==> config.mk <==
export PLATFORM = sky130hd
export DESIGN_NAME = dma_priority_arbiter_flat
export DESIGN_NICKNAME = d
export VERILOG_FILES = /design/src/rtl/dma_priority_arbiter_if.sv /design/src/rtl/dma_priority_arbiter.sv /design/src/flat_wrapper.sv
export SDC_FILE = /design/constraint.sdc
export NUM_CORES = 1
export LEC_CHECK = 0
export BUFFER_PORTS_ARGS = -buffer_cell sky130_fd_sc_hd__buf_2
export CORE_MARGIN = 1
export CORE_UTILIZATION = 55
export CTS_BUF_LIST = sky130_fd_sc_hd__clkbuf_4 sky130_fd_sc_hd__clkbuf_8
export CTS_CLUSTER_SIZE = 14
export DETAILED_ROUTE_END_ITERATION = 12
export PLACE_DENSITY = 0.81
export SLEW_MARGIN = 0
export SYNTH_ARGS = -nofsm -noshare
export SYNTH_HDL_FRONTEND = slang
export SYNTH_SLANG_ARGS = --single-unit
==> constraint.sdc <==
create_clock -name CLK -period 4.5 [get_ports CLK]
set_input_delay 0 -clock CLK [delete_from_list [all_inputs] [get_ports CLK]]
set_output_delay 0 -clock CLK [all_outputs]
set_load 0.05 [all_outputs]
==> src/rtl/dma_priority_arbiter_if.sv <==
// Channel request / bus-hold / timing-control signal bundle of the DMA priority logic.
// The slave side is the arbiter; the master side drives requests and command bits.
interface dma_priority_arbiter_if #(
  parameter int NUM_CH = 4,
  parameter int CH_W   = 2
);
  logic [NUM_CH-1:0] DREQ;
  logic              HLDA;
  logic [NUM_CH-1:0] MASK;
  logic [NUM_CH-1:0] SW_REQ_SET;
  logic              ROT_PRI;
  logic              DREQ_SENSE_LOW;
  logic              DACK_SENSE_HIGH;
  logic              CTRL_DISABLE;
  logic              XFER_DONE;
  logic              HRQ;
  logic [NUM_CH-1:0] DACK;
  logic              START;
  logic [CH_W-1:0]   ACTIVE_CH;
  logic              ACTIVE;
  logic              ABORT;
  logic [NUM_CH-1:0] SW_REQ;

  modport slave (
    input  DREQ, HLDA, MASK, SW_REQ_SET, ROT_PRI, DREQ_SENSE_LOW,
           DACK_SENSE_HIGH, CTRL_DISABLE, XFER_DONE,
    output HRQ, DACK, START, ACTIVE_CH, ACTIVE, ABORT, SW_REQ
  );

  modport master (
    output DREQ, HLDA, MASK, SW_REQ_SET, ROT_PRI, DREQ_SENSE_LOW,
           DACK_SENSE_HIGH, CTRL_DISABLE, XFER_DONE,
    input  HRQ, DACK, START, ACTIVE_CH, ACTIVE, ABORT, SW_REQ
  );
endinterface

==> src/rtl/dma_priority_arbiter.sv <==
// DMA priority logic: synchronizes DREQ, merges software requests, picks a winner
// (fixed or rotating), runs the HRQ/HLDA hold handshake and hands the grant to
// timing control via START / XFER_DONE.
module dma_priority_arbiter #(
  parameter int NUM_CH      = 4,
  parameter int CH_W        = 2,
  parameter int SYNC_STAGES = 2
) (
  input logic                  CLK,
  input logic                  RESET,
  dma_priority_arbiter_if.slave bus
);

  typedef enum logic [1:0] {
    ST_IDLE     = 2'd0,
    ST_HOLD_REQ = 2'd1,
    ST_GRANTED  = 2'd2,
    ST_RELEASE  = 2'd3
  } state_t;

  state_t            state_q, state_d;
  logic              hrq_q, hrq_d;
  logic [NUM_CH-1:0] dack_q, dack_d;
  logic              start_q, start_d;
  logic              active_q, active_d;
  logic [CH_W-1:0]   active_ch_q, active_ch_d;
  logic              abort_q, abort_d;
  logic [CH_W-1:0]   last_ch_q, last_ch_d;
  logic [NUM_CH-1:0] sw_req_q, sw_req_d;

  logic [NUM_CH-1:0] sync_dreq_s;
  logic [NUM_CH-1:0] hw_req_s;
  logic [NUM_CH-1:0] pending_s;
  logic [NUM_CH-1:0] sw_clr_s;
  logic              win_found_s;
  logic [CH_W-1:0]   win_ch_s;
  logic [CH_W-1:0]   idx_s;

  // DREQ is asynchronous; a zero-depth build trusts the source to be synchronous already.
  generate
    if (SYNC_STAGES == 0) begin : g_nosync
      assign sync_dreq_s = bus.DREQ;
    end else begin : g_sync
      logic [NUM_CH-1:0] sync_q [SYNC_STAGES];
      // Shift DREQ through the synchronizer chain.
      always_ff @(posedge CLK or negedge RESET) begin
        if (!RESET) begin
          for (int i = 0; i < SYNC_STAGES; i++) sync_q[i] <= '0;
        end else begin
          sync_q[0] <= bus.DREQ;
          for (int i = 1; i < SYNC_STAGES; i++) sync_q[i] <= sync_q[i-1];
        end
      end
      assign sync_dreq_s = sync_q[SYNC_STAGES-1];
    end
  endgenerate

  // Software requests bypass the mask so firmware can always force a channel.
  assign hw_req_s  = sync_dreq_s ^ {NUM_CH{bus.DREQ_SENSE_LOW}};
  assign pending_s = (hw_req_s & ~bus.MASK) | sw_req_q;

  // Pick the first pending channel, starting at 0 or just after the last serviced one.
  always_comb begin
    win_found_s = 1'b0;
    win_ch_s    = '0;
    idx_s       = '0;
    for (int k = 0; k < NUM_CH; k++) begin
      if (bus.ROT_PRI) begin
        idx_s = CH_W'((int'(last_ch_q) + 1 + k) % NUM_CH);
      end else begin
        idx_s = CH_W'(k);
      end
      if (!win_found_s && pending_s[idx_s]) begin
        win_found_s = 1'b1;
        win_ch_s    = idx_s;
      end else begin
        win_found_s = win_found_s;
      end
    end
  end

  // Next-state and registered-output logic of the hold/grant sequencer.
  always_comb begin
    state_d     = state_q;
    hrq_d       = hrq_q;
    dack_d      = dack_q;
    start_d     = 1'b0;
    active_d    = active_q;
    active_ch_d = active_ch_q;
    abort_d     = 1'b0;
    last_ch_d   = last_ch_q;
    sw_clr_s    = '0;
    case (state_q)
      ST_IDLE: begin
        if (win_found_s && !bus.CTRL_DISABLE) begin
          hrq_d   = 1'b1;
          state_d = ST_HOLD_REQ;
        end else begin
          hrq_d = 1'b0;
        end
      end
      ST_HOLD_REQ: begin
        if (bus.HLDA && win_found_s) begin
          active_ch_d = win_ch_s;
          dack_d      = {{(NUM_CH-1){1'b0}}, 1'b1} << win_ch_s;
          active_d    = 1'b1;
          start_d     = 1'b1;
          state_d     = ST_GRANTED;
        end else if (bus.HLDA) begin
          // Bus handed over but the request vanished: give it straight back.
          hrq_d   = 1'b0;
          state_d = ST_RELEASE;
        end else begin
          hrq_d = 1'b1;
        end
      end
      ST_GRANTED: begin
        if (bus.XFER_DONE || !bus.HLDA) begin
          hrq_d    = 1'b0;
          dack_d   = '0;
          active_d = 1'b0;
          state_d  = ST_RELEASE;
          // Completion wins over a simultaneous HLDA drop.
          if (bus.XFER_DONE) begin
            sw_clr_s[active_ch_q] = 1'b1;
            if (bus.ROT_PRI) begin
              last_ch_d = active_ch_q;
            end else begin
              last_ch_d = last_ch_q;
            end
          end else begin
            abort_d = 1'b1;
          end
        end else begin
          state_d = ST_GRANTED;
        end
      end
      ST_RELEASE: begin
        hrq_d = 1'b0;
        if (!bus.HLDA) begin
          state_d = ST_IDLE;
        end else begin
          state_d = ST_RELEASE;
        end
      end
      default: begin
        state_d  = ST_IDLE;
        hrq_d    = 1'b0;
        dack_d   = '0;
        active_d = 1'b0;
      end
    endcase
    // A set pulse in the same cycle as the clear keeps the request.
    sw_req_d = (sw_req_q & ~sw_clr_s) | bus.SW_REQ_SET;
  end

  // Sequencer state and output registers.
  always_ff @(posedge CLK or negedge RESET) begin
    if (!RESET) begin
      state_q     <= ST_IDLE;
      hrq_q       <= 1'b0;
      dack_q      <= '0;
      start_q     <= 1'b0;
      active_q    <= 1'b0;
      active_ch_q <= '0;
      abort_q     <= 1'b0;
      last_ch_q   <= CH_W'(NUM_CH - 1);
      sw_req_q    <= '0;
    end else begin
      state_q     <= state_d;
      hrq_q       <= hrq_d;
      dack_q      <= dack_d;
      start_q     <= start_d;
      active_q    <= active_d;
      active_ch_q <= active_ch_d;
      abort_q     <= abort_d;
      last_ch_q   <= last_ch_d;
      sw_req_q    <= sw_req_d;
    end
  end

  assign bus.HRQ       = hrq_q;
  assign bus.DACK      = dack_q ^ {NUM_CH{~bus.DACK_SENSE_HIGH}};
  assign bus.START     = start_q;
  assign bus.ACTIVE    = active_q;
  assign bus.ACTIVE_CH = active_ch_q;
  assign bus.ABORT     = abort_q;
  assign bus.SW_REQ    = sw_req_q;

endmodule

==> src/flat_wrapper.sv <==
// flat-port wrapper written by rule: the top's interface ports become plain ports
module dma_priority_arbiter_flat 
#(
  parameter int NUM_CH      = 4,
  parameter int CH_W        = 2,
  parameter int SYNC_STAGES = 2
)
  (CLK, RESET, bus_DREQ, bus_HLDA, bus_MASK, bus_SW_REQ_SET, bus_ROT_PRI, bus_DREQ_SENSE_LOW, bus_DACK_SENSE_HIGH, bus_CTRL_DISABLE, bus_XFER_DONE, bus_HRQ, bus_DACK, bus_START, bus_ACTIVE_CH, bus_ACTIVE, bus_ABORT, bus_SW_REQ);
  dma_priority_arbiter_if #(.NUM_CH(NUM_CH), .CH_W(CH_W)) bus_i ();
  input logic CLK;
  input logic RESET;
  input wire logic [$bits(bus_i.DREQ)-1:0] bus_DREQ;
  input wire logic [$bits(bus_i.HLDA)-1:0] bus_HLDA;
  input wire logic [$bits(bus_i.MASK)-1:0] bus_MASK;
  input wire logic [$bits(bus_i.SW_REQ_SET)-1:0] bus_SW_REQ_SET;
  input wire logic [$bits(bus_i.ROT_PRI)-1:0] bus_ROT_PRI;
  input wire logic [$bits(bus_i.DREQ_SENSE_LOW)-1:0] bus_DREQ_SENSE_LOW;
  input wire logic [$bits(bus_i.DACK_SENSE_HIGH)-1:0] bus_DACK_SENSE_HIGH;
  input wire logic [$bits(bus_i.CTRL_DISABLE)-1:0] bus_CTRL_DISABLE;
  input wire logic [$bits(bus_i.XFER_DONE)-1:0] bus_XFER_DONE;
  output wire logic [$bits(bus_i.HRQ)-1:0] bus_HRQ;
  output wire logic [$bits(bus_i.DACK)-1:0] bus_DACK;
  output wire logic [$bits(bus_i.START)-1:0] bus_START;
  output wire logic [$bits(bus_i.ACTIVE_CH)-1:0] bus_ACTIVE_CH;
  output wire logic [$bits(bus_i.ACTIVE)-1:0] bus_ACTIVE;
  output wire logic [$bits(bus_i.ABORT)-1:0] bus_ABORT;
  output wire logic [$bits(bus_i.SW_REQ)-1:0] bus_SW_REQ;
  assign bus_i.DREQ = bus_DREQ;
  assign bus_i.HLDA = bus_HLDA;
  assign bus_i.MASK = bus_MASK;
  assign bus_i.SW_REQ_SET = bus_SW_REQ_SET;
  assign bus_i.ROT_PRI = bus_ROT_PRI;
  assign bus_i.DREQ_SENSE_LOW = bus_DREQ_SENSE_LOW;
  assign bus_i.DACK_SENSE_HIGH = bus_DACK_SENSE_HIGH;
  assign bus_i.CTRL_DISABLE = bus_CTRL_DISABLE;
  assign bus_i.XFER_DONE = bus_XFER_DONE;
  assign bus_HRQ = bus_i.HRQ;
  assign bus_DACK = bus_i.DACK;
  assign bus_START = bus_i.START;
  assign bus_ACTIVE_CH = bus_i.ACTIVE_CH;
  assign bus_ACTIVE = bus_i.ACTIVE;
  assign bus_ABORT = bus_i.ABORT;
  assign bus_SW_REQ = bus_i.SW_REQ;
  dma_priority_arbiter #(.NUM_CH(NUM_CH), .CH_W(CH_W), .SYNC_STAGES(SYNC_STAGES)) u_core (.CLK(CLK), .RESET(RESET), .bus(bus_i));
endmodule
* Word level (Yosys, flattened, before mapping)
Index checks and enable logic that the tools add are counted.
** Word-level totals
- Register bits :: 26
- Latch bits :: 0
- Bits in writable memories :: 0
- ROM bits :: 0
- Input port bits :: 20
- Output and inout bits :: 14
- Word-level logic and storage cells :: 104
- Memories :: 0
** Operators by class
- $add $sub $neg :: 4
- Multipliers :: 0
- Div/mod/pow operators :: 0
- Order comparisons :: 6
- Eq/ne operators :: 8
- Shifts and indexed selects :: 1
- Multiplexer cells :: 46
- Bitwise gates (word level) :: 9
- Reductions and logical operators :: 19
** Operators by type and width (count)
- 2-to-1 mux 2 bit :: 12
- 2-to-1 mux 1 bit :: 20
- 2-to-1 mux 4 bit :: 5
- less-than comparator 2 x 3 -> 1 bit (second input constant) :: 5
- AND 4 bit :: 2
- binary-select mux 1 bit (select 2 bit) :: 4
- inverter 4 bit :: 2
- bitwise OR 4 bit :: 2
- case mux 2 bit (4 select lines) :: 1
- case mux 4 bit (2 select lines) :: 1
- XOR 4 bit :: 2
- logical AND 1 bit :: 6
- inequality test 2 x 1 -> 1 bit (second input constant) :: 3
- AND reduction 2 bit :: 3
- logical NOT 1 bit :: 5
- adder 2 x 1 -> 2 bit (second input constant) :: 2
- adder 2 bit (second input constant) :: 2
- equality test 2 bit (second input constant) :: 2
- case mux 1 bit (4 select lines) :: 1
- AND reduction 4 bit :: 1
- << shifter 1 x 2 -> 4 bit (first input constant) :: 1
- inequality test 3 x 2 -> 1 bit (second input constant) :: 1
- AND reduction 3 bit :: 1
- demux 1 bit (select 2 bit) :: 1
- other kinds (8) :: 8

* Longest topological paths before layout
Gate-level depths: netlist of run 1.
- Word-level depth :: 18
- Mapped depth :: 7
- Mapped depth without buffers :: 7

* Worst setup path after synthesis of run 1
OpenSTA, ideal clock, no wires.
- Path type :: register to register
- From :: register u_core.sw_req_q[2] (netlist: u_core.bus.SW_REQ[2])
- To :: register u_core.dack_q[1]
- Library setup time :: 0.122 ns
- Arrival time :: 1.936 ns
- Setup slack :: 2.442 ns
- Cell stages (with the launch flop) :: 6
- Path buffers :: 0
- Cells stage by stage :: dfrtp_1 > o21bai_2 > o41ai_1 > a21o_1 > nor2_1 > a32o_1
** On the way
- Word-level cells in the longest chain between the ends :: 16
- Elaborated cells between the ends (all ways) :: 29
- Those cells by class :: eq/ne: 1; shift: 1; mux: 18; bitwise: 1; reduce/logical: 8
** RTL lines
- start: declaration :: line dma_priority_arbiter.sv:29 : logic [NUM_CH-1:0] sw_req_q, sw_req_d;
- start signal: assignment :: line dma_priority_arbiter.sv:178 : sw_req_q <= sw_req_d;
- bitwise OR 4 bit (*) :: line dma_priority_arbiter.sv:60 : assign pending_s = (hw_req_s & ~bus.MASK) | sw_req_q;
- binary-select mux 1 bit (select 2 bit) :: line dma_priority_arbiter.sv:73 : if (!win_found_s && pending_s[idx_s]) begin
- 2-to-1 mux 1 bit (not written as such) :: line dma_priority_arbiter.sv:73
- 2-to-1 mux 1 bit :: line dma_priority_arbiter.sv:73
- logical NOT 1 bit :: line dma_priority_arbiter.sv:73
- logical AND 1 bit :: line dma_priority_arbiter.sv:73
- 2-to-1 mux 1 bit :: line dma_priority_arbiter.sv:73
- logical NOT 1 bit :: line dma_priority_arbiter.sv:73
- logical AND 1 bit :: line dma_priority_arbiter.sv:73
- 2-to-1 mux 1 bit :: line dma_priority_arbiter.sv:73
- logical NOT 1 bit :: line dma_priority_arbiter.sv:73
- logical AND 1 bit :: line dma_priority_arbiter.sv:73
- 2-to-1 mux 2 bit or 2-to-1 mux 1 bit (tied branches) :: line dma_priority_arbiter.sv:73
- << shifter 1 x 2 -> 4 bit or logical AND 1 bit (tied branches) :: line dma_priority_arbiter.sv:105, dma_priority_arbiter.sv:103
- 2-to-1 mux 4 bit or inequality test 2 x 1 -> 1 bit (tied branches)
- case mux 4 bit (2 select lines) or AND reduction 3 bit (tied branches)
- end signal: assignment :: line dma_priority_arbiter.sv:172 : dack_q <= dack_d;
- end: declaration :: line dma_priority_arbiter.sv:23 : logic [NUM_CH-1:0] dack_q, dack_d;
Every way passes the cells marked *; elsewhere a longest branch is shown, timed or not. The select of a mux whose other input is x is not followed.
A chain may end at the register's enable or synchronous reset.

* Worst setup path in the final report of run 1
- From :: register u_core.last_ch_q[1]
- To :: register u_core.dack_q[2]
** On the way
- Word-level cells in the longest chain between the ends :: 17
- Elaborated cells between the ends (all ways) :: 36
- Those cells by class :: add/sub: 4; eq/ne: 1; shift: 1; mux: 22; reduce/logical: 8
** RTL lines
- start: declaration :: line dma_priority_arbiter.sv:28 : logic [CH_W-1:0] last_ch_q, last_ch_d;
- start signal: assignment :: line dma_priority_arbiter.sv:167 : last_ch_q <= CH_W'(NUM_CH - 1);
- start signal: assignment :: line dma_priority_arbiter.sv:177 : last_ch_q <= last_ch_d;
- adder 2 x 1 -> 2 bit (*) :: line dma_priority_arbiter.sv:69 : idx_s = CH_W'((int'(last_ch_q) + 1 + k) % NUM_CH);
- branches (longest 16 deep; another with adder 2 bit)
Mark *: on every way between the ends. The select of a mux whose other input is x is not followed.

==> results of run 1 <==
[cells in the mapped netlist (2+ instances only)]
master                      n  area (um2)
sky130_fd_sc_hd__xnor2_1    7        61.3
sky130_fd_sc_hd__a211oi_1   3        22.5
sky130_fd_sc_hd__o41ai_1    2        17.5
sky130_fd_sc_hd__o31ai_1    2        15.0
sky130_fd_sc_hd__dfrtp_1   24         601
sky130_fd_sc_hd__ha_1       5        62.6
sky130_fd_sc_hd__o22ai_1    2        12.5
sky130_fd_sc_hd__a21oi_1    9        45.0
sky130_fd_sc_hd__mux2_2     3        33.8
sky130_fd_sc_hd__nand3_1    4        20.0
sky130_fd_sc_hd__a21o_1     5        37.5
sky130_fd_sc_hd__nand2_1   11        41.3
sky130_fd_sc_hd__nand2b_1   3        18.8
sky130_fd_sc_hd__dfstp_2    2        52.6
sky130_fd_sc_hd__inv_1      6        22.5
sky130_fd_sc_hd__clkbuf_1   3        11.3
sky130_fd_sc_hd__nor2_1     6        22.5
sky130_fd_sc_hd__nor2b_1    3        18.8
sky130_fd_sc_hd__o211ai_1   3        22.5
sky130_fd_sc_hd__nor3_1     3        15.0
sky130_fd_sc_hd__a32o_1     2        20.0
sky130_fd_sc_hd__o21ai_0    5        25.0
sky130_fd_sc_hd__a31oi_1    2        12.5
sky130_fd_sc_hd__or3_1      2        12.5
[report_power, final]
| part | internal, W | switching, W | leakage (nW) | total [W] |
|---|---|---|---|---|
| logic | 0.000172 | 0.000350 | 0.459 | 0.000521 |
| registers | 0.000298 | 0.0000594 | 0.301 | 0.000357 |
| clock network | 0.0000494 | 0.0000671 | 0.0210 | 0.000116 |
[placed cells by master (no fill, tap or decap), types with 2 or more instances in the layout]
| cell type | count |
|---|---|
| sky130_fd_sc_hd__a211oi_1 | 3 |
| sky130_fd_sc_hd__a21o_1 | 5 |
| sky130_fd_sc_hd__a21oi_1 | 9 |
| sky130_fd_sc_hd__a31oi_1 | 2 |
| sky130_fd_sc_hd__a32o_1 | 2 |
| sky130_fd_sc_hd__buf_2 | 33 |
| sky130_fd_sc_hd__clkbuf_4 | 3 |
| sky130_fd_sc_hd__dfrtp_1 | 24 |
| sky130_fd_sc_hd__dfstp_2 | 2 |
| sky130_fd_sc_hd__dlygate4sd3_1 | 11 |
| sky130_fd_sc_hd__ha_1 | 5 |
| sky130_fd_sc_hd__inv_1 | 6 |
| sky130_fd_sc_hd__mux2_2 | 3 |
| sky130_fd_sc_hd__nand2_1 | 11 |
| sky130_fd_sc_hd__nand2b_1 | 3 |
| sky130_fd_sc_hd__nand3_1 | 4 |
| sky130_fd_sc_hd__nor2_1 | 6 |
| sky130_fd_sc_hd__nor2b_1 | 3 |
| sky130_fd_sc_hd__nor3_1 | 3 |
| sky130_fd_sc_hd__o211ai_1 | 3 |
| sky130_fd_sc_hd__o21ai_0 | 5 |
| sky130_fd_sc_hd__o22ai_1 | 2 |
| sky130_fd_sc_hd__o31ai_1 | 2 |
| sky130_fd_sc_hd__o41ai_1 | 2 |
| sky130_fd_sc_hd__or3_1 | 2 |
| sky130_fd_sc_hd__xnor2_1 | 7 |
[flip-flops by register name (all words and copies together) (netlist names)]
register	count
u_core.dack_q	4
u_core.sync_dreq_s	4
u_core.bus.ABORT	1
u_core.bus.HRQ	1
u_core.bus.ACTIVE_CH	2
u_core.bus.SW_REQ	4
u_core.g_sync.sync_q	4
u_core.bus.ACTIVE	1
u_core.bus.START	1
u_core.state_q	2
u_core.last_ch_q	2
[how the worst min path moves through the flow]
stage,slack (ns),start,end,depth (start not counted)
floorplan,-0.30,RESET,u_core.bus.ABORT,0
global placement,0.01,RESET,u_core.g_sync.sync_q[7],1
detailed placement,0.03,RESET,u_core.bus.SW_REQ[2],1
CTS,0.08,bus_ROT_PRI,u_core.last_ch_q[0],3
global route,0.11,bus_ROT_PRI,u_core.last_ch_q[0],3
finish,0.08,bus_ROT_PRI,u_core.last_ch_q[0],3
[cell type report]
type | instances | area share (%)
Clock buffer | 4 | 2.02
Multi-Input combinational cell | 106 | 42.9
Sequential cell | 26 | 36.4
Inverter | 6 | 1.26
Tap cell | 30 | 2.09
Timing Repair Buffer | 44 | 15.3
[cells by family after synthesis]
family / after synthesis / share of synthesized area [%]
AOI/OAI and AO/OA: 52 / 28.1
and+or+nand+nor: 37 / 12.6
DFF: 26 / 44.8
buffers and inverters: 9 / 2.32
xor gates and xnor gates: 8 / 4.81
adders and majority gates: 5 / 4.30
muxes: 4 / 3.01
[stage by stage]
stage	hold slack, ns	cell area, um2	total power, W	worst slack, ns
4_1_cts	0.0781	1790	0.000984	2.26
6_report	0.0828	1790	0.000995	2.23
2_1_floorplan	-0.296	1460	0.000736	2.44
3_3_place_gp	0.0105	1650	0.000836	2.36
5_1_grt	0.106	1790	0.00105	2.09
3_5_place_dp	0.0252	1650	0.000863	2.31
[timing repair]
item | CTS | global route
hold buffers | 11 | 0
hold endpoints to repair | 33 | 0
setup buffers | 0 | 0
[tightest hold or removal path, cell delays in order]
cell and delay [ns]:
sky130_fd_sc_hd__buf_2 0.12, sky130_fd_sc_hd__nand3_1 0.10, sky130_fd_sc_hd__mux2_2 0.16
[layer usage]
metal / share of wire [%] / global-route usage (%)
met2: 54 / 54.4
met5: 0 / 0
met3: 3.3 / 3.74
met1: 42 / 38.4
met4: 0.81 / 7.89
==> metrics.txt, run 1 <==
# TYPE chip_impl_metric gauge
chip_impl_metric{name="regToRegSetupSlack",unit="ns"} 2.23
chip_impl_info{name="cp-startpoint",value="u_core.last_ch_q[1]"} 1
chip_impl_metric{name="groute.usage.overall",unit="%"} 30.5
chip_impl_metric{name="final_wirelength",unit="mm"} 3.69
chip_impl_metric{name="buffer_and_inverter_count_on_the_worst_path",unit=""} 0
chip_impl_metric{name="global_route_wire_length_before_repair",unit="mm"} 6.04
chip_impl_metric{name="clock.fmax",unit="GHz"} 0.441
chip_impl_metric{name="clock_path_buffers",unit=""} 2
chip_impl_metric{name="number_of_buffers_inserted_during_clock_tree_synthesis",unit=""} 3
chip_impl_metric{name="cts.clk_slew.worst_paths",unit="ns"} 0.14
chip_impl_metric{name="finalNonFillerCells",unit=""} 216
chip_impl_metric{name="synth_area",unit="um2"} 1460
chip_impl_metric{name="setup_viol",unit=""} 0
chip_impl_metric{name="final_min_period_over_clock_period",unit="%"} 50.4
chip_impl_info{name="worst_setup_path_start_kind",value="flop"} 1
chip_impl_metric{name="antenna_found_initial",unit=""} 0
chip_impl_metric{name="ant_nets",unit=""} 0
chip_impl_metric{name="floorplan.rows",unit=""} 18
chip_impl_metric{name="clock_latency",unit="ns"} 0.31
chip_impl_metric{name="n_antenna_cell",unit=""} 0
chip_impl_metric{name="maxSlewHeadroom",unit="%"} 58.3
chip_impl_metric{name="overflow",unit=""} 0
chip_impl_metric{name="finClkSkew",unit="ns"} 0.00274
chip_impl_info{name="outcome",value="completed"} 1
chip_impl_metric{name="max_slew.worst_pin.slew",unit="ns"} 0.622
chip_impl_metric{name="max-cap-violations",unit=""} 0
chip_impl_metric{name="post_cts.resized_instances",unit=""} 0
chip_impl_metric{name="critical_path_peak_fanout",unit=""} 7
chip_impl_metric{name="die_height",unit="um"} 53.5
chip_impl_metric{name="dp_hpwl",unit="mm"} 2.54
chip_impl_metric{name="cp_slowest_stage_delay",unit="ns"} 0.43
chip_impl_metric{name="cp_data_required_time",unit="ns"} 4.71
chip_impl_metric{name="io-pin-count",unit=""} 34
chip_impl_info{name="worst_setup_path_endpoint",value="u_core.dack_q[2]"} 1
chip_impl_info{name="root_buffer",value="sky130_fd_sc_hd__clkbuf_4"} 1
chip_impl_info{name="min-delay-path-class",value="in2reg"} 1
chip_impl_metric{name="static-leakage-power",unit="nW"} 0.781
chip_impl_metric{name="drc",unit=""} 0
chip_impl_metric{name="final.fill_count",unit=""} 198
chip_impl_metric{name="r2r.worst_path.cells",unit=""} 6
chip_impl_metric{name="dr.first_iter.drc_count",unit=""} 39
chip_impl_info{name="postSynth.topFlopCell",value="sky130_fd_sc_hd__dfrtp_1"} 1
chip_impl_metric{name="floorplan.die.width",unit="um"} 53.5
chip_impl_metric{name="area.sequential",unit="um2"} 653
chip_impl_metric{name="syn_to_final_growth",unit="%"} 23.2
chip_impl_info{name="tritoncts",value="done"} 1
chip_impl_metric{name="htree_num_levels",unit=""} 1
chip_impl_metric{name="total_number_of_nets_in_the_final_design",unit=""} 212
chip_impl_info{name="worstReg2RegEnd",value="u_core.dack_q[2]"} 1
chip_impl_metric{name="syn_nets",unit=""} 166
chip_impl_info{name="rsz0062_at_grt",value="no"} 1
chip_impl_metric{name="core",unit="um2"} 2500
chip_impl_info{name="critical_path.cell_chain",value="a21boi_1 > o211ai_1 > a211oi_1 > a21oi_1 > o31a_2 > o41ai_2"} 1
chip_impl_metric{name="synthesis.instances",unit=""} 141
chip_impl_metric{name="synth-async-reset-ratio",unit="%"} 100
chip_impl_info{name="regToRegStartpoint",value="u_core.last_ch_q[1]"} 1
chip_impl_metric{name="first_global_vias",unit=""} 1245
chip_impl_info{name="worst_path_max_delay_cell",value="sky130_fd_sc_hd__dfstp_2"} 1
chip_impl_metric{name="synthesis.yosys.warnings",unit=""} 0
chip_impl_metric{name="final_core_util",unit="%"} 71.8
chip_impl_metric{name="power_density",unit="nW/um2"} 555
chip_impl_metric{name="report.final.hold_viol_count",unit=""} 0
chip_impl_metric{name="floorplan.initialDensity",unit="%"} 58.3
chip_impl_metric{name="syn-mean-instance-area",unit="um2"} 10.3
chip_impl_info{name="critical_path.top_delay_family",value="compound AO/OA/AOI/OAI gates"} 1
chip_impl_metric{name="total_area_of_multi_input_combinational_cells",unit="um2"} 769
chip_impl_metric{name="via_per_inst",unit=""} 5.96
chip_impl_metric{name="finalCriticalPeriod",unit="ns"} 2.27
chip_impl_metric{name="worst-endpoint-arrival",unit="ns"} 2.48
chip_impl_metric{name="synth-edff-count",unit=""} 0
chip_impl_metric{name="drt_pass_1_iters",unit=""} 4
chip_impl_metric{name="gp_routability_congestion",unit=""} 0.949
chip_impl_metric{name="share_of_post_route_cells_with_drive_strength_above_1",unit="%"} 27.4
chip_impl_info{name="cp-end-kind",value="flop"} 1
chip_impl_metric{name="floorplan.die_area",unit="um2"} 2860
chip_impl_metric{name="drv_slew",unit=""} 0
chip_impl_metric{name="synth_sequential_area_ratio",unit="%"} 44.8
chip_impl_metric{name="timing.setup.tns",unit="ns"} 0
chip_impl_metric{name="cts_sinks",unit=""} 26
chip_impl_metric{name="cp.depth",unit=""} 6
chip_impl_metric{name="vias",unit=""} 1287
chip_impl_metric{name="placedCellCount",unit=""} 201
chip_impl_metric{name="wl_per_cell",unit="um"} 17.1
chip_impl_metric{name="worst_ir_drop_vdd",unit="uV"} 551
chip_impl_metric{name="place.port_buffers",unit=""} 33
chip_impl_metric{name="ys_ff_latch",unit=""} 26
chip_impl_metric{name="grt_start_max_net_pins",unit=""} 27
chip_impl_info{name="critical_path_start_end_classification",value="reg2reg"} 1
chip_impl_metric{name="synth.lib_cells_used.distinct",unit=""} 48
(Power assumes the default switching activity.)
==> inputs of run 2 (changes only) <==
==> constraint.sdc (replaced) <==
create_clock -name CLK -period 2.09 [get_ports CLK]
set_input_delay 0 -clock CLK [delete_from_list [all_inputs] [get_ports CLK]]
set_output_delay 0 -clock CLK [all_outputs]
set_load 0.05 [all_outputs]
==> metrics.txt, run 2 (synthesized netlist as in run 1, its figures left out) <==
# TYPE chip_impl_metric gauge
chip_impl_info{name="mostFrequentLayoutCell",value="sky130_fd_sc_hd__buf_2"} 1
chip_impl_info{name="rsz0062_at_grt",value="yes"} 1
chip_impl_metric{name="floorplan.die.width",unit="um"} 53.5
chip_impl_metric{name="place.port_buffers",unit=""} 33
chip_impl_info{name="worst_path_max_delay_cell",value="sky130_fd_sc_hd__dfrtp_1"} 1
chip_impl_metric{name="share_of_post_route_cells_with_drive_strength_above_1",unit="%"} 34.5
chip_impl_metric{name="total_number_of_nets_in_the_final_design",unit=""} 220
chip_impl_metric{name="dr.first_iter.drc_count",unit=""} 64
chip_impl_metric{name="pre_cts_ws",unit="ns"} -0.00198
chip_impl_info{name="critical_path.cell_chain",value="xnor2_2 > o21bai_4 > buf_4 > and3_4 > or3_1 > o211ai_1 > a32o_2"} 1
chip_impl_metric{name="final_wirelength",unit="mm"} 3.93
chip_impl_info{name="tritoncts",value="done"} 1
chip_impl_metric{name="floorplan.die_area",unit="um2"} 2860
chip_impl_metric{name="finClkSkew",unit="ns"} 0.00377
chip_impl_metric{name="syn_to_final_growth",unit="%"} 31.4
chip_impl_metric{name="drt_pass_1_iters",unit=""} 4
chip_impl_metric{name="finalCriticalPeriod",unit="ns"} 2.08
chip_impl_info{name="hold_path_end",value="u_core.bus.START"} 1
chip_impl_metric{name="final_min_period_over_clock_period",unit="%"} 99.6
chip_impl_info{name="worst_setup_path_start_kind",value="flop"} 1
chip_impl_metric{name="report.final.hold_viol_count",unit=""} 0
chip_impl_metric{name="critical_path_peak_fanout",unit=""} 7
chip_impl_metric{name="io-pin-count",unit=""} 34
chip_impl_metric{name="share_clk_of_total_power",unit="%"} 14.9
chip_impl_metric{name="clock_latency",unit="ns"} 0.32
chip_impl_info{name="outcome",value="completed"} 1
chip_impl_metric{name="n_antenna_cell",unit=""} 0
chip_impl_metric{name="cp_slowest_stage_delay",unit="ns"} 0.43
chip_impl_info{name="cp-startpoint",value="u_core.sync_dreq_s[2]"} 1
chip_impl_metric{name="floorplan.rows",unit=""} 18
chip_impl_metric{name="cts_sinks",unit=""} 26
chip_impl_metric{name="gp_routability_congestion",unit=""} 0.905
chip_impl_metric{name="cts.clk_slew.worst_paths",unit="ns"} 0.14
chip_impl_metric{name="post-layout-total-power",unit="W"} 0.00233
chip_impl_metric{name="htree_num_levels",unit=""} 1
chip_impl_metric{name="grt_start_max_net_pins",unit=""} 27
chip_impl_metric{name="worst-endpoint-arrival",unit="ns"} 2.35
chip_impl_info{name="hold_path_origin",value="bus_HLDA"} 1
chip_impl_metric{name="clock.fmax",unit="GHz"} 0.480
chip_impl_metric{name="timing.setup.tns",unit="ns"} 0
chip_impl_info{name="min-delay-path-class",value="in2reg"} 1
chip_impl_metric{name="core",unit="um2"} 2500
chip_impl_metric{name="via_per_inst",unit=""} 6.32
chip_impl_info{name="cp-end-kind",value="flop"} 1
chip_impl_metric{name="netSwitchingPower",unit="W"} 0.00107
chip_impl_metric{name="maxSlewHeadroom",unit="%"} 61.5
chip_impl_metric{name="cellInternalPower",unit="W"} 0.00126
chip_impl_metric{name="regToRegSetupSlack",unit="ns"} 0.008
chip_impl_info{name="root_buffer",value="sky130_fd_sc_hd__clkbuf_4"} 1
chip_impl_metric{name="global_route_wire_length_before_repair",unit="mm"} 5.89
chip_impl_metric{name="ant_nets",unit=""} 0
chip_impl_metric{name="comb_power_share",unit="%"} 51.8
chip_impl_metric{name="first_global_vias",unit=""} 1336
chip_impl_metric{name="vias",unit=""} 1416
chip_impl_info{name="layout.cells.most_common_list",value="33 x sky130_fd_sc_hd__buf_2, 24 x sky130_fd_sc_hd__dfrtp_1, 11 x sky130_fd_sc_hd__nand2_1, 11 x sky130_fd_sc_hd__dlygate4sd3_1"} 1
chip_impl_metric{name="drc",unit=""} 0
chip_impl_metric{name="clock_path_buffers",unit=""} 2
chip_impl_info{name="regToRegStartpoint",value="u_core.sync_dreq_s[2]"} 1
chip_impl_metric{name="p_sw_share",unit="%"} 45.9
chip_impl_metric{name="groute.usage.overall",unit="%"} 29.4
chip_impl_metric{name="worst_ir_drop_vdd",unit="uV"} 1330
chip_impl_metric{name="number_of_buffers_inserted_during_clock_tree_synthesis",unit=""} 3
chip_impl_metric{name="r2r.worst_path.cells",unit=""} 7
chip_impl_metric{name="max-cap-violations",unit=""} 0
chip_impl_metric{name="setup_viol",unit=""} 0
chip_impl_metric{name="max_slew.worst_pin.slew",unit="ns"} 0.578
chip_impl_metric{name="drv_slew",unit=""} 0
chip_impl_metric{name="wl_per_cell",unit="um"} 17.5
chip_impl_info{name="worstReg2RegEnd",value="u_core.dack_q[1]"} 1
chip_impl_metric{name="power.sequential.fraction",unit="%"} 33.3
chip_impl_metric{name="power_density",unit="nW/um2"} 1220
chip_impl_metric{name="min_delay_path_depth",unit=""} 3
chip_impl_info{name="critical_path_start_end_classification",value="reg2reg"} 1
chip_impl_metric{name="static-leakage-power",unit="nW"} 0.842
chip_impl_metric{name="overflow",unit=""} 0
chip_impl_metric{name="dp_hpwl",unit="mm"} 2.51
chip_impl_metric{name="floorplan.initialDensity",unit="%"} 58.3
chip_impl_metric{name="die_height",unit="um"} 53.5
chip_impl_metric{name="final_critical_path_setup_slack",unit="ns"} 0.00828
chip_impl_metric{name="antenna_found_initial",unit=""} 0
chip_impl_metric{name="cp_data_required_time",unit="ns"} 2.36
-- run 2: cell type report --
type	count	area, um2
inverter	6	22.5
fill	175	586
sequential	26	653
clock inverter	1	30.0
multi-input combinational	106	813
clock buffer	3	22.5
timing repair buffer	52	335
tap	30	37.5
-- run 2: repair_timing --
| item | 4_1_cts | 5_1_grt |
|---|---|---|
| endpoints found under the hold margin | 33 | 0 |
| resized for setup | 2 | 8 |
| hold buffers | 11 | 0 |
| buffers inserted | 0 | 3 |
| endpoints found under the setup margin | 1 | 7 |
| pin swaps | 0 | 6 |
-- run 2: how the worst max path moves through the flow --
stage	endpoint	slack (ns)	cells after the start
after detailed placement	u_core.dack_q[2]	-0.002	6
after CTS	u_core.dack_q[1]	0.01	6
after global placement	u_core.dack_q[2]	0.03	6
after global routing	u_core.dack_q[1]	-0.13	6
after floorplan	u_core.dack_q[1]	0.03	5
final	u_core.dack_q[1]	0.008	7
-- run 2: power groups by stage --
stage | combinational (W) | sequential, W | clock (W)
6_report | 0.00121 | 0.000775 | 0.000348
5_1_grt | 0.00130 | 0.000783 | 0.000366
4_1_cts | 0.00116 | 0.000763 | 0.000350
3_5_place_dp | 0.00113 | 0.000772 | 0
3_3_place_gp | 0.00109 | 0.000765 | 0
2_1_floorplan | 0.000658 | 0.000927 | 0
-- run 2: critical path, delay by kind of cell, from the launching register on --
family,cells,cell delay (ns)
flops,1,0.43
compound gates,3,0.68
buf+inv,1,0.16
xor+xnor,1,0.25
simple gates,2,0.50
-- run 2: metrics by stage --
| step | utilization (%) | std cells | hold slack, ns | instance area [um2] |
|---|---|---|---|---|
| floorplan | - | 141 | -0.296 | 1460 |
| global placement | 67.4 | 206 | 0.0114 | 1690 |
| detailed placement | 67.4 | 206 | 0.0229 | 1690 |
| CTS | 74.4 | 221 | 0.0331 | 1860 |
| global route | 76.6 | 224 | 0.0409 | 1910 |
| finish | 76.6 | 224 | 0.0622 | 1910 |
-- run 2: routing by layer --
metal  global-route usage, %  vias to the layer above  part of all wire (%)
met5                       0                        -                     0
met4                    9.65                        0                   2.7
met3                    4.02                       19                   7.2
met2                    50.0                       79                    48
met1                    37.9                      678                    42
li1                        -                      640                     -
